## src/rtl/btn_event_pkg.sv

```systemverilog
// btn_event_pkg: state encoding plus default and simulation-scale timing for btn_event
package btn_event_pkg;
  typedef enum logic [2:0] {
    S_IDLE = 3'd0,
    S_P1   = 3'd1,
    S_GAP  = 3'd2,
    S_P2   = 3'd3,
    S_HOLD = 3'd4
  } state_t;
  localparam int unsigned CW_DEF     = 26;
  localparam int unsigned T_LONG_DEF = 50_000_000;
  localparam int unsigned T_DBL_DEF  = 15_000_000;
  localparam int unsigned T_REP_DEF  = 10_000_000;
  localparam int unsigned T_LONG_SIM = 20;
  localparam int unsigned T_DBL_SIM  = 8;
  localparam int unsigned T_REP_SIM  = 5;
endpackage

```

## src/rtl/btn_event_edge_det.sv

```systemverilog
// edge_det: registers the previous key level and flags rising/falling edges
module edge_det #(
  parameter logic D_INIT = 1'b0
) (
  input  logic clk,
  input  logic n_rst,
  input  logic din,
  output logic rise,
  output logic fall
);
  logic din_d;
  always_ff @(posedge clk)
    din_d <= !n_rst ? D_INIT : din;
  assign rise = din & ~din_d;
  assign fall = ~din & din_d;
endmodule

```

## src/rtl/btn_event.sv

```systemverilog
// btn_event: turns a debounced key level into press/click/double-click/long-press pulses.
// Auto-repeat during a long hold is compiled in with BTN_EVENT_REPEAT_EN.
module btn_event
  import btn_event_pkg::*;
#(
  parameter int unsigned CW     = CW_DEF,
  parameter int unsigned T_LONG = T_LONG_DEF,
  parameter int unsigned T_DBL  = T_DBL_DEF,
  parameter int unsigned T_REP  = T_REP_DEF,
  parameter logic        D_INIT = 1'b0
) (
  input  logic clk,
  input  logic n_rst,
  input  logic din,
  output logic press,
  output logic click,
  output logic dclick,
  output logic long_press,
  output logic repeat_p,
  output logic held
);
  localparam longint unsigned LIM = (64'd1 << CW) - 64'd1;
  if (T_LONG < 2 || T_DBL < 2 || T_REP < 1 || 64'(T_LONG) > LIM || 64'(T_DBL) > LIM || 64'(T_REP) > LIM) begin : g_bad
    $error("btn_event: timing parameters out of range for CW");
  end
  localparam logic [CW-1:0] TL = CW'(T_LONG - 1);
  localparam logic [CW-1:0] TD = CW'(T_DBL - 1);
  state_t state, nxt;
  logic [CW-1:0] cnt, ncnt;
  logic rise, fall, click_n, dclick_n, long_n, rep_n;
  edge_det #(.D_INIT(D_INIT)) u_edge (
    .clk(clk),
    .n_rst(n_rst),
    .din(din),
    .rise(rise),
    .fall(fall)
  );
  always_comb begin
    nxt = state;
    ncnt = cnt + CW'(1);
    click_n = 1'b0;
    dclick_n = 1'b0;
    long_n = 1'b0;
    rep_n = 1'b0;
    case (state)
      S_IDLE: begin
        ncnt = '0;
        nxt = rise ? S_P1 : S_IDLE;
      end
      S_P1:
        if (fall) begin
          nxt = S_GAP;
          ncnt = '0;
        end else if (cnt == TL) begin
          nxt = S_HOLD;
          ncnt = '0;
          long_n = 1'b1;
        end
      S_GAP:
        if (rise) begin
          nxt = S_P2;
          ncnt = '0;
        end else if (cnt == TD) begin
          nxt = S_IDLE;
          ncnt = '0;
          click_n = 1'b1;
        end
      S_P2:
        if (fall) begin
          nxt = S_IDLE;
          ncnt = '0;
          dclick_n = 1'b1;
        end else if (cnt == TL) begin
          nxt = S_HOLD;
          ncnt = '0;
          long_n = 1'b1;
        end
      S_HOLD: begin
`ifdef BTN_EVENT_REPEAT_EN
        if (fall) begin
          nxt = S_IDLE;
          ncnt = '0;
        end else if (cnt == CW'(T_REP - 1)) begin
          ncnt = '0;
          rep_n = 1'b1;
        end
`else
        ncnt = '0;
        nxt = fall ? S_IDLE : S_HOLD;
`endif
      end
      default: begin
        nxt = S_IDLE;
        ncnt = '0;
      end
    endcase
  end
  always_ff @(posedge clk)
    if (!n_rst) begin
      state <= S_IDLE;
      cnt <= '0;
      press <= 1'b0;
      click <= 1'b0;
      dclick <= 1'b0;
      long_press <= 1'b0;
      repeat_p <= 1'b0;
      held <= 1'b0;
    end else begin
      state <= nxt;
      cnt <= ncnt;
      press <= rise;
      click <= click_n;
      dclick <= dclick_n;
      long_press <= long_n;
      repeat_p <= rep_n;
      held <= nxt == S_P1 || nxt == S_P2 || nxt == S_HOLD;
    end
endmodule

```

## config.mk

```make
export PLATFORM = sky130hd
export DESIGN_NAME = btn_event
export DESIGN_NICKNAME = d
export VERILOG_FILES = /design/src/rtl/btn_event_pkg.sv /design/src/rtl/btn_event_edge_det.sv /design/src/rtl/btn_event.sv
export SDC_FILE = /design/constraint.sdc
export NUM_CORES = 1
export LEC_CHECK = 0
export CORE_ASPECT_RATIO = 0.75
export CORE_MARGIN = 2
export CORE_UTILIZATION = 55
export CTS_CLUSTER_DIAMETER = 60
export DETAILED_ROUTE_END_ITERATION = 10
export DONT_BUFFER_PORTS = 1
export GPL_TIMING_DRIVEN = 1
export PLACE_DENSITY = 0.84
export SYNTH_ARGS = -nofsm -noshare
export SYNTH_HDL_FRONTEND = slang
export SYNTH_SLANG_ARGS = --single-unit
```

## constraint.sdc

```tcl
create_clock -name clk -period 1.75 [get_ports clk]
set_clock_uncertainty 0.1 [all_clocks]
set_input_delay 0.35 -clock clk [delete_from_list [all_inputs] [get_ports clk]]
set_output_delay 0.35 -clock clk [all_outputs]
set_load 0.05 [all_outputs]
```

==> key figures, run 1 <==
Finish
  – Filler cells: 80
  – Antenna diodes: 0
  – Fraction of layout cells with a size suffix above 1: 0.5787
  – Nets: 257
  – Layout area overhead: 65.18%
  – Fin util: 0.9463

Route
  – Routed wire length: 8.174 mm
  – Initial DRC count: 312
  – Drt wl/cell: 27.99 um
  – DRT Pass-1 Iters: 5
  – DR vias: 2156
  – Detail-routed via count per cell: 7.384
  – Final ANT Viol Nets: 0
  – Remaining DRCs: 0

Yosys
  – Main synth FF type: dfxtp_1
  – Sequential element share of the synthesized area: 0.4167
  – Synthesized Nets: 194
  – Mapped Area: 0.001682 sq mm
  – Netlist cell types: 43
  – Compound-cell area share of the yosys netlist: 0.1786
  – Post-synth EDFFs: 0
  – Synth Register Bits: 35
  – Yosys warns: 0
  – Mapped Cells: 190
  – Post-synthesis async set-or-reset flop share: 0
  – Syn Area/Cell: 8.851 sq um
  – Post-Synth XOR/XNOR Area: 0.07292
  – Multiplexer share of the synthesized area: 0
  – Largest family of logic cells by synthesized area: simple AND/OR/NAND/NOR gates
  – Simple-gate share of the synthesized area: 0.2827
  – Adder-cell share of the synthesized area: 0.007440

Critical path
  – Reg2reg setup slack: -0.44 ns
  – CP required: 1.81 ns
  – Worst Path Arrival: 2.24 ns
  – Nature of the critical path startpoint: flop
  – Worst r2r src: cnt[7]
  – R2R Path End: cnt[16]
  – WS Path Type: reg -> reg
  – Reg2reg path depth: 7
  – Worst setup EP type: flop
  – Largest fanout on the critical path: 5

STA
  – Setup WS post-layout: -0.4384 ns
  – Slew Viols, Final: 0
  – Final number of setup-violating endpoints: 30
  – Max Clock Freq: 456.9 MHz
  – Hold Violations, Final: 0
  – Minimum clock period: 2.188 ns
  – Rel. slew slack: 0.5647
  – Period utilisation layout: 1.251
  – RSZ-0062 raised after global routing: yes
  – Worst-margin pin slew: 0.6447 ns

Global routing
  – Number of global-route vias before repair: 1830
  – First-pass GRT wire length: 9.625 mm
  – Total gr overflow: 0
  – Initial antenna violation count: 0
  – Pin count of the biggest net entering global routing: 17
  – GR Util All Layers: 0.3883

Clock network
  – CTS Buf Count: 5
  – H-tree depth: 2
  – CTS Root Buffer Type: clkbuf_8
  – Worst-skew pair later-pin latency: 0.30 ns
  – Sink Count: 35
  – Reg clk slew, reported paths: 0.08 ns
  – CTS max path bufs: 2
  – CTS tree: built

Placed design
  – Port Buffers: 0
  – GPL Wtd Cong: 0.8604
  – Estimated wirelength of the detail-placed design: 3.104 mm

Floorplanning
  – Initial Util: 0.5729
  – Die height: 51.89 um
  – Rows: 17
  – Die area: 0.003520 sq mm
  – Core Box Area: 0.002935 sq mm
  – I/O Pins: 9
  – Die Span X: 67.85 um

Pwr
  – Peak supply drop: 942.1 uV
  – Pwr Density: 619.1 mW/mm^2
  – Tot Pwr: 0.001720 W
  – Leak: 0.9480 nW

Hold path
  – Hold Path Stages: 2
  – Hold EP: state[2]
  – Min-delay src: n_rst
  – HP Class: in -> reg

Flow run
  – Max-cap violations: 0

Status
  – Outcome: complete, but fails checks
  – Failing checks: negative setup slack
[per-stage QoR]
step                cell area (sq um)  hold WS, ns  TNS, ns  instances  setup WS (ns)
CTS                              2361      0.06585   -1.736        280       -0.09039
global placement                 2046       0.3713  -0.6933        259        -0.1034
floorplan                        1757       0.3275  -0.5119        190        -0.1098
global route                     2778      0.07244   -14.82        292        -0.5283
finish                           2778      0.07661   -11.88        292        -0.4384
detailed placement               2046       0.3678   -2.822        259        -0.1831
[cells in the mapped netlist (all sizes together) (4+ instances only)]
| master | n | share of area |
|---|---|---|
| buf | 5 | 0.016 |
| inv | 6 | 0.013 |
| or3 | 7 | 0.027 |
| clkbuf | 4 | 0.0097 |
| a21oi | 17 | 0.051 |
| xnor2 | 10 | 0.052 |
| a22oi | 10 | 0.051 |
| xor2 | 4 | 0.021 |
| or4 | 9 | 0.040 |
| dfxtp | 35 | 0.42 |
| nor4 | 6 | 0.022 |
| nand2 | 14 | 0.031 |
| nand4 | 6 | 0.026 |
| o21ai | 7 | 0.021 |
| nor2 | 5 | 0.011 |
| nand3 | 10 | 0.033 |
| o31ai | 6 | 0.027 |
[sequential cells by signal, indices dropped and copies added, names as in the netlist]
name / flops
held: 1
dclick: 1
u_edge.din_d: 1
cnt: 26
press: 1
click: 1
long_press: 1
state: 3
[worst max-delay path, stage by stage (launching register included)]
cell and delay (ns):
dfxtp_2 0.34, buf_4 0.17, nor4bb_2 0.47, nand4_1 0.32
o21ai_4 0.26, buf_6 0.14, buf_6 0.12, a22oi_1 0.11
[layer usage]
layer	share of wire	global-route usage
met1	0.35	0.4497
met2	0.44	0.6340
met3	0.12	0.1126
met4	0.088	0.2333
met5	0	0
[cell usage in the layout (no fill, tap or decap), types with 2 or more instances in the layout]
master | synthesis | layout
dfxtp_1 | 35 | 18
nand4_1 | 5 | 5
nor2b_1 | 2 | 2
buf_12 | 0 | 4
or2_2 | 2 | 2
or3_1 | 6 | 2
o21ai_0 | 6 | 6
inv_1 | 6 | 6
a22oi_1 | 8 | 2
a21oi_1 | 17 | 2
nand3_1 | 9 | 8
or3_4 | 0 | 5
and2_1 | 3 | 3
a21oi_4 | 0 | 3
clkbuf_16 | 0 | 2
o31ai_2 | 0 | 2
xor2_1 | 4 | 4
nor2_1 | 5 | 5
clkbuf_8 | 0 | 6
nor4_2 | 0 | 2
or4_4 | 0 | 9
nor3_1 | 2 | 2
buf_6 | 0 | 10
xnor2_1 | 10 | 10
dfxtp_4 | 0 | 5
o31ai_1 | 6 | 4
a22oi_2 | 2 | 8
nand2_1 | 14 | 13
a21oi_2 | 0 | 12
dfxtp_2 | 0 | 12
buf_4 | 1 | 46
nor4_1 | 6 | 3
nand2b_1 | 2 | 2
[cell families after synthesis]
kind of cell	after synthesis
simple gates	78
flops	35
other cells	1
xor+xnor	14
compound gates	46
buf+inv	15
fa+ha+maj	1
[where the power goes]
group | switching [W] | internal [W] | total [W]
clock | 0.000326 | 0.000461 | 0.000788
sequential | 0.0000241 | 0.000798 | 0.000822
combinational | 0.0000620 | 0.0000477 | 0.000110
total | 0.000413 | 0.00131 | 0.00172
[cell type report]
class	count	area, sq um	share of cell area
inverter	6	22.52	0.008108
tap	38	47.55	0.01712
clock inverter	2	35.03	0.01261
timing repair buffer	64	630.6	0.2270
sequential	35	734.5	0.2644
clock buffer	6	82.58	0.02973
multi-input combinational	141	1225	0.4410
[worst max path at each step]
stage / endpoint / slack [ns] / cells after the start / from
after global placement: cnt[24] / -0.10 / 4 / cnt[13]
final: cnt[16] / -0.44 / 7 / cnt[7]
after floorplan: cnt[22] / -0.11 / 5 / cnt[13]
after CTS: cnt[22] / -0.09 / 4 / cnt[11]
after detailed placement: cnt[22] / -0.18 / 4 / cnt[12]
after global routing: cnt[12] / -0.53 / 7 / cnt[7]
[repair_timing]
item,in CTS,in global routing
setup buffers,11,11
cloned,3,2
setup endpoints to repair,29,31
gates resized for setup,19,69
pin swaps,10,24
hold buffers,0,0
(Power assumes the default switching activity.)
==> run 2: changes to the inputs <==
--- a/config.mk
+++ b/config.mk
@@ -13,6 +13,7 @@
 export DONT_BUFFER_PORTS = 1
 export GPL_TIMING_DRIVEN = 1
 export PLACE_DENSITY = 0.84
+export SKIP_CTS_REPAIR_TIMING = 1
 export SYNTH_ARGS = -nofsm -noshare
 export SYNTH_HDL_FRONTEND = slang
 export SYNTH_SLANG_ARGS = --single-unit
==> key figures, run 2 (synthesized netlist as in run 1, its figures left out) <==
Global routing
  – Number of global-route vias before repair: 1606
  – Pin count of the biggest net entering global routing: 27
  – GR Util All Layers: 0.3001
  – First-pass GRT wire length: 7.624 mm
  – Initial antenna violation count: 0
  – Total gr overflow: 0

Critical path
  – Worst setup path start: cnt[0]
  – CP required: 1.81 ns
  – Largest fanout on the critical path: 8
  – Worst Path Buf+Inv: 1
  – CP Cell Sequence: ha_4, nand4_1, or3_4, buf_4, o31ai_1, a22oi_2
  – CP delay by family, top: simple AND/OR/NAND/NOR gates
  – Worst setup EP type: flop
  – Worst r2r src: cnt[0]
  – Crit path largest cell delay: 0.49 ns
  – Nature of the critical path startpoint: flop
  – CP max-delay cell: or3_4
  – WP depth: 6
  – Worst Path Arrival: 2.11 ns
  – Reg2reg setup slack: -0.30 ns
  – Reg2reg path depth: 6
  – WS Path Type: reg -> reg
  – R2R Path End: cnt[22]
  – Crit path to: cnt[22]

Floorplanning
  – I/O Pins: 9
  – Rows: 17
  – Die Span X: 67.85 um
  – Core Box Area: 0.002935 sq mm
  – Die height: 51.89 um
  – Die area: 0.003520 sq mm
  – Initial Util: 0.5729

Finish
  – Filler cells: 173
  – Top Registers: cnt: 26 flops, state: 3 flops
  – Fin util: 0.8065
  – Finished Layout Cells: 274
  – Largest Register: cnt
  – Fraction of layout cells with a size suffix above 1: 0.4449
  – Flip-flop count of the largest register after layout: 26
  – Nets: 239
  – Antenna diodes: 0
  – Most frequent cells in the layout: buf_4, dfxtp_1, nand2_1
  – Layout area overhead: 40.77%
  – Area of the multi-input gates: 0.001074 sq mm
  – Sequential cell area: 718.2 sq um
  – Most common cell after layout, fill and taps aside: buf_4

STA
  – Setup WS post-layout: -0.2984 ns
  – Slew Viols, Final: 0
  – Rel. slew slack: 0.6559
  – Minimum clock period: 2.048 ns
  – Period utilisation layout: 1.171
  – Final hold slack: 0.05786 ns
  – Final number of setup-violating endpoints: 29
  – Hold Violations, Final: 0
  – Max Clock Freq: 488.2 MHz
  – Worst-margin pin slew: 0.5155 ns
  – Setup TNS: -3.935 ns
  – RSZ-0062 raised after global routing: yes

Route
  – DRT Pass-1 Iters: 6
  – Met2 WL: 2.948 mm
  – Drt wl/cell: 22.51 um
  – Initial DRC count: 262
  – Remaining DRCs: 0
  – Top layer reached by signal wires: met4
  – Detail-routed via count per cell: 6.832
  – DR vias: 1872
  – Final ANT Viol Nets: 0
  – Routed wire length: 6.168 mm
  – M1 WL: 2.274 mm
  – Routed wl met3: 569 um

Pwr
  – Pwr Density: 713.0 mW/mm^2
  – Logic pwr share: 0.046
  – Reg power frac: 0.490
  – Clk network pwr share: 0.464
  – Switching share of total power: 0.2323
  – Peak supply drop: 613.6 uV
  – Leak: 0.7823 nW
  – Net switching power: 0.0003922 W
  – Pint: 0.001296 W
  – Tot Pwr: 0.001688 W

Clock network
  – Reg clk slew, reported paths: 0.08 ns
  – CTS tree: built
  – CTS Root Buffer Type: clkbuf_8
  – Sink Count: 35
  – CTS Buf Count: 5
  – H-tree depth: 2
  – CTS max path bufs: 2
  – Worst-skew pair later-pin latency: 0.30 ns

Hold path
  – Hold Path Stages: 2
  – HP Class: in -> reg

Placed design
  – GPL Wtd Cong: 0.8604
  – Port Buffers: 0
  – Estimated wirelength of the detail-placed design: 3.104 mm
  – Inst Count DP: 259

Flow run
  – Max-cap violations: 0

Status
  – Failing checks: negative setup slack
  – Outcome: complete, but fails checks
-- run 2: how the worst min path moves through the flow --
stage,startpoint,to,slack (ns)
6_report,n_rst,state[2],0.06
5_1_grt,n_rst,state[2],0.08
4_1_cts,n_rst,state[2],0.07
3_5_place_dp,u_edge.din_d,press,0.37
3_3_place_gp,n_rst,state[2],0.37
2_1_floorplan,cnt[0],cnt[0],0.33
-- run 2: cell type report --
class                      count  share of cell area
tap                           38             0.02008
clock inverter                 2             0.01480
timing repair buffer          47              0.1638
sequential                    35              0.3034
clock buffer                   6             0.03488
multi-input combinational    140              0.4535
inverter                       6            0.009514
-- run 2: layer usage --
layer  vias to the layer above  GRT usage
li1                        799          -
met5                         -          0
met3                        52    0.09524
met4                         0     0.1133
met1                       870     0.3587
met2                       151     0.5033
-- run 2: power by group through the flow --
| stage | logic (W) | registers (W) | clock network, W |
|---|---|---|---|
| 2_1_floorplan | 0.0000399 | 0.000844 | 0 |
| 5_1_grt | 0.0000820 | 0.000828 | 0.000807 |
| 6_report | 0.0000777 | 0.000827 | 0.000783 |
| 3_5_place_dp | 0.0000528 | 0.000845 | 0 |
| 3_3_place_gp | 0.0000494 | 0.000845 | 0 |
| 4_1_cts | 0.0000533 | 0.000827 | 0.000759 |
-- run 2: worst reg2reg max path, stage by stage (launching register included) --
cell and delay [ns]:
dfxtp_2 0.37, ha_4 0.14, nand4_1 0.17, or3_4 0.49, buf_4 0.16, o31ai_1 0.35, a22oi_2 0.14
-- run 2: through the flow --
step	worst slack, ns	cell area [sq um]
2_1_floorplan	-0.1098	1757
3_3_place_gp	-0.1034	2046
3_5_place_dp	-0.1831	2046
4_1_cts	-0.2231	2163
5_1_grt	-0.4041	2367
6_report	-0.2984	2367
==> run 3: changes to the inputs <==
--- a/config.mk
+++ b/config.mk
@@ -5,15 +5,13 @@
 export SDC_FILE = /design/constraint.sdc
 export NUM_CORES = 1
 export LEC_CHECK = 0
-export CORE_ASPECT_RATIO = 0.75
+export BUFFER_PORTS_ARGS = -buffer_cell sky130_fd_sc_hd__buf_2
 export CORE_MARGIN = 2
-export CORE_UTILIZATION = 55
+export CORE_UTILIZATION = 53
 export CTS_CLUSTER_DIAMETER = 60
 export DETAILED_ROUTE_END_ITERATION = 10
-export DONT_BUFFER_PORTS = 1
 export GPL_TIMING_DRIVEN = 1
 export PLACE_DENSITY = 0.84
-export SKIP_CTS_REPAIR_TIMING = 1
 export SYNTH_ARGS = -nofsm -noshare
 export SYNTH_HDL_FRONTEND = slang
 export SYNTH_SLANG_ARGS = --single-unit
==> key figures, run 3 (synthesized netlist as in run 1, its figures left out) <==
STA
  – Minimum clock period: 1.905 ns
  – Slew Viols, Final: 0
  – Final number of setup-violating endpoints: 27
  – Period utilisation layout: 1.089
  – Max Clock Freq: 524.9 MHz
  – Hold Violations, Final: 0
  – RSZ-0062 raised after global routing: yes
  – Setup WS post-layout: -0.1551 ns

Finish
  – Fin area: 0.002384 sq mm
  – Top Registers: cnt: 26 flops, state: 3 flops
  – Layout area overhead: 41.74%
  – Antenna diodes: 0
  – Most frequent cells in the layout: buf_4, dfxtp_1, a21oi_1
  – Filler cells: 166
  – Nets: 247
  – Flip-flop count of the largest register after layout: 26
  – Most common cell after layout, fill and taps aside: buf_4
  – Largest Register: cnt
  – Fraction of layout cells with a size suffix above 1: 0.4590
  – Fin util: 0.7872

Route
  – Drt wl/cell: 17.92 um
  – Initial DRC count: 208
  – Remaining DRCs: 0
  – Detail-routed via count per cell: 6.281
  – DRT Pass-1 Iters: 5
  – Final ANT Viol Nets: 0
  – DR vias: 1809
  – Routed wire length: 5.162 mm

Pwr
  – Peak supply drop: 529.4 uV
  – Switching share of total power: 0.2438
  – Clk network pwr share: 0.368
  – Net switching power: 0.0003429 W
  – Leak: 0.8121 nW
  – Pint: 0.001063 W
  – Pwr Density: 590.0 mW/mm^2
  – Logic pwr share: 0.058
  – Reg power frac: 0.574

Placed design
  – Estimated wirelength of the detail-placed design: 2.934 mm
  – Port Buffers: 7
  – Pre-CTS WS: -0.2084 ns
  – Placed cell areas: 0.002093 sq mm
  – GPL Wtd Cong: 0.7811

Global routing
  – Initial antenna violation count: 0
  – Pin count of the biggest net entering global routing: 27
  – GR Util All Layers: 0.2854
  – Total gr overflow: 0
  – Number of global-route vias before repair: 1682
  – First-pass GRT wire length: 7.741 mm

Critical path
  – Worst Path Arrival: 2.09 ns
  – Nature of the critical path startpoint: flop
  – CP required: 1.94 ns
  – Worst setup EP type: flop
  – CP Cell Sequence: nand4_1, buf_4, or3_4, or4_4, a22oi_2
  – CP max-delay cell: or4_4
  – Largest fanout on the critical path: 5
  – Crit path largest cell delay: 0.43 ns
  – Worst r2r src: cnt[10]
  – WS Path Type: reg -> reg
  – Worst setup path start: cnt[10]
  – CP delay by family, top: simple AND/OR/NAND/NOR gates
  – Worst Path Buf+Inv: 1

Hold path
  – HP Class: in -> reg
  – Min-delay src: n_rst

Floorplanning
  – Die height: 60.33 um
  – I/O Pins: 9
  – Rows: 20
  – Die area: 0.003640 sq mm
  – Die Span X: 60.33 um
  – Core Box Area: 0.003028 sq mm
  – Initial Util: 0.5554

Status
  – Failing checks: negative setup slack
  – Outcome: complete, but fails checks

Clock network
  – CTS max path bufs: 2
  – Worst-skew pair later-pin latency: 0.36 ns
  – H-tree depth: 2
  – Reg clk slew, reported paths: 0.11 ns
  – CTS Root Buffer Type: clkbuf_4
  – CTS Buf Count: 5
  – Cts hold-fix bufs: 0
  – Sink Count: 35
  – CTS tree: built

Flow run
  – Max-cap violations: 0
run 3: area by class of cell:
class	instances	area, sq um	area share
Multi-Input combinational cell	141	1079	0.4525
Sequential cell	35	734.5	0.3081
Timing Repair Buffer	54	424.2	0.1780
Clock buffer	8	68.82	0.02887
Tap cell	44	55.05	0.02310
Inverter	6	22.52	0.009449
run 3: per-layer routing:
layer	global-route usage	vias to the layer above	routed length, um
met4	0.1238	0	350
met2	0.4736	96	2482
met1	0.3457	855	1958
met3	0.08102	41	371
met5	0	-	0
li1	-	817	-
run 3: path summary, 6_finish.rpt:
path	end	slack (ns)	cells past startpoint
setup / recovery	cnt[24]	-0.16	5
hold / removal	state[2]	0.15	3
setup reg to reg	cnt[24]	-0.16	5
hold reg to reg	press	0.39	1
run 3: timing repair:
action,in CTS,in global routing
cloned,0,1
buffers inserted,5,3
resized for setup,19,23
endpoints found under the setup margin,30,30
pin swaps,7,7
run 3: tightest hold or removal path: stages:
cell	delay, ns
buf_2	0.12
nand2_1	0.07
a21oi_2	0.03
run 3: power by group through the flow:
| stage | registers, W | clock network [W] | logic (W) |
|---|---|---|---|
| global route | 0.000810 | 0.000557 | 0.0000870 |
| CTS | 0.000815 | 0.000518 | 0.0000775 |
| detailed placement | 0.000834 | 0 | 0.0000772 |
| finish | 0.000808 | 0.000517 | 0.0000810 |
| floorplan | 0.000844 | 0 | 0.0000399 |
| global placement | 0.000833 | 0 | 0.0000726 |
run 3: stage by stage:
step	setup TNS, ns	std cells	hold slack [ns]	power, W
finish	-1.593	288	0.1478	0.001406
global route	-4.156	288	0.1378	0.001454
CTS	-0.8244	284	0.1440	0.001411
detailed placement	-3.814	271	0.3673	0.0009108
global placement	-0.6189	271	0.3528	0.0009053
floorplan	-0.5119	190	0.3275	0.0008835
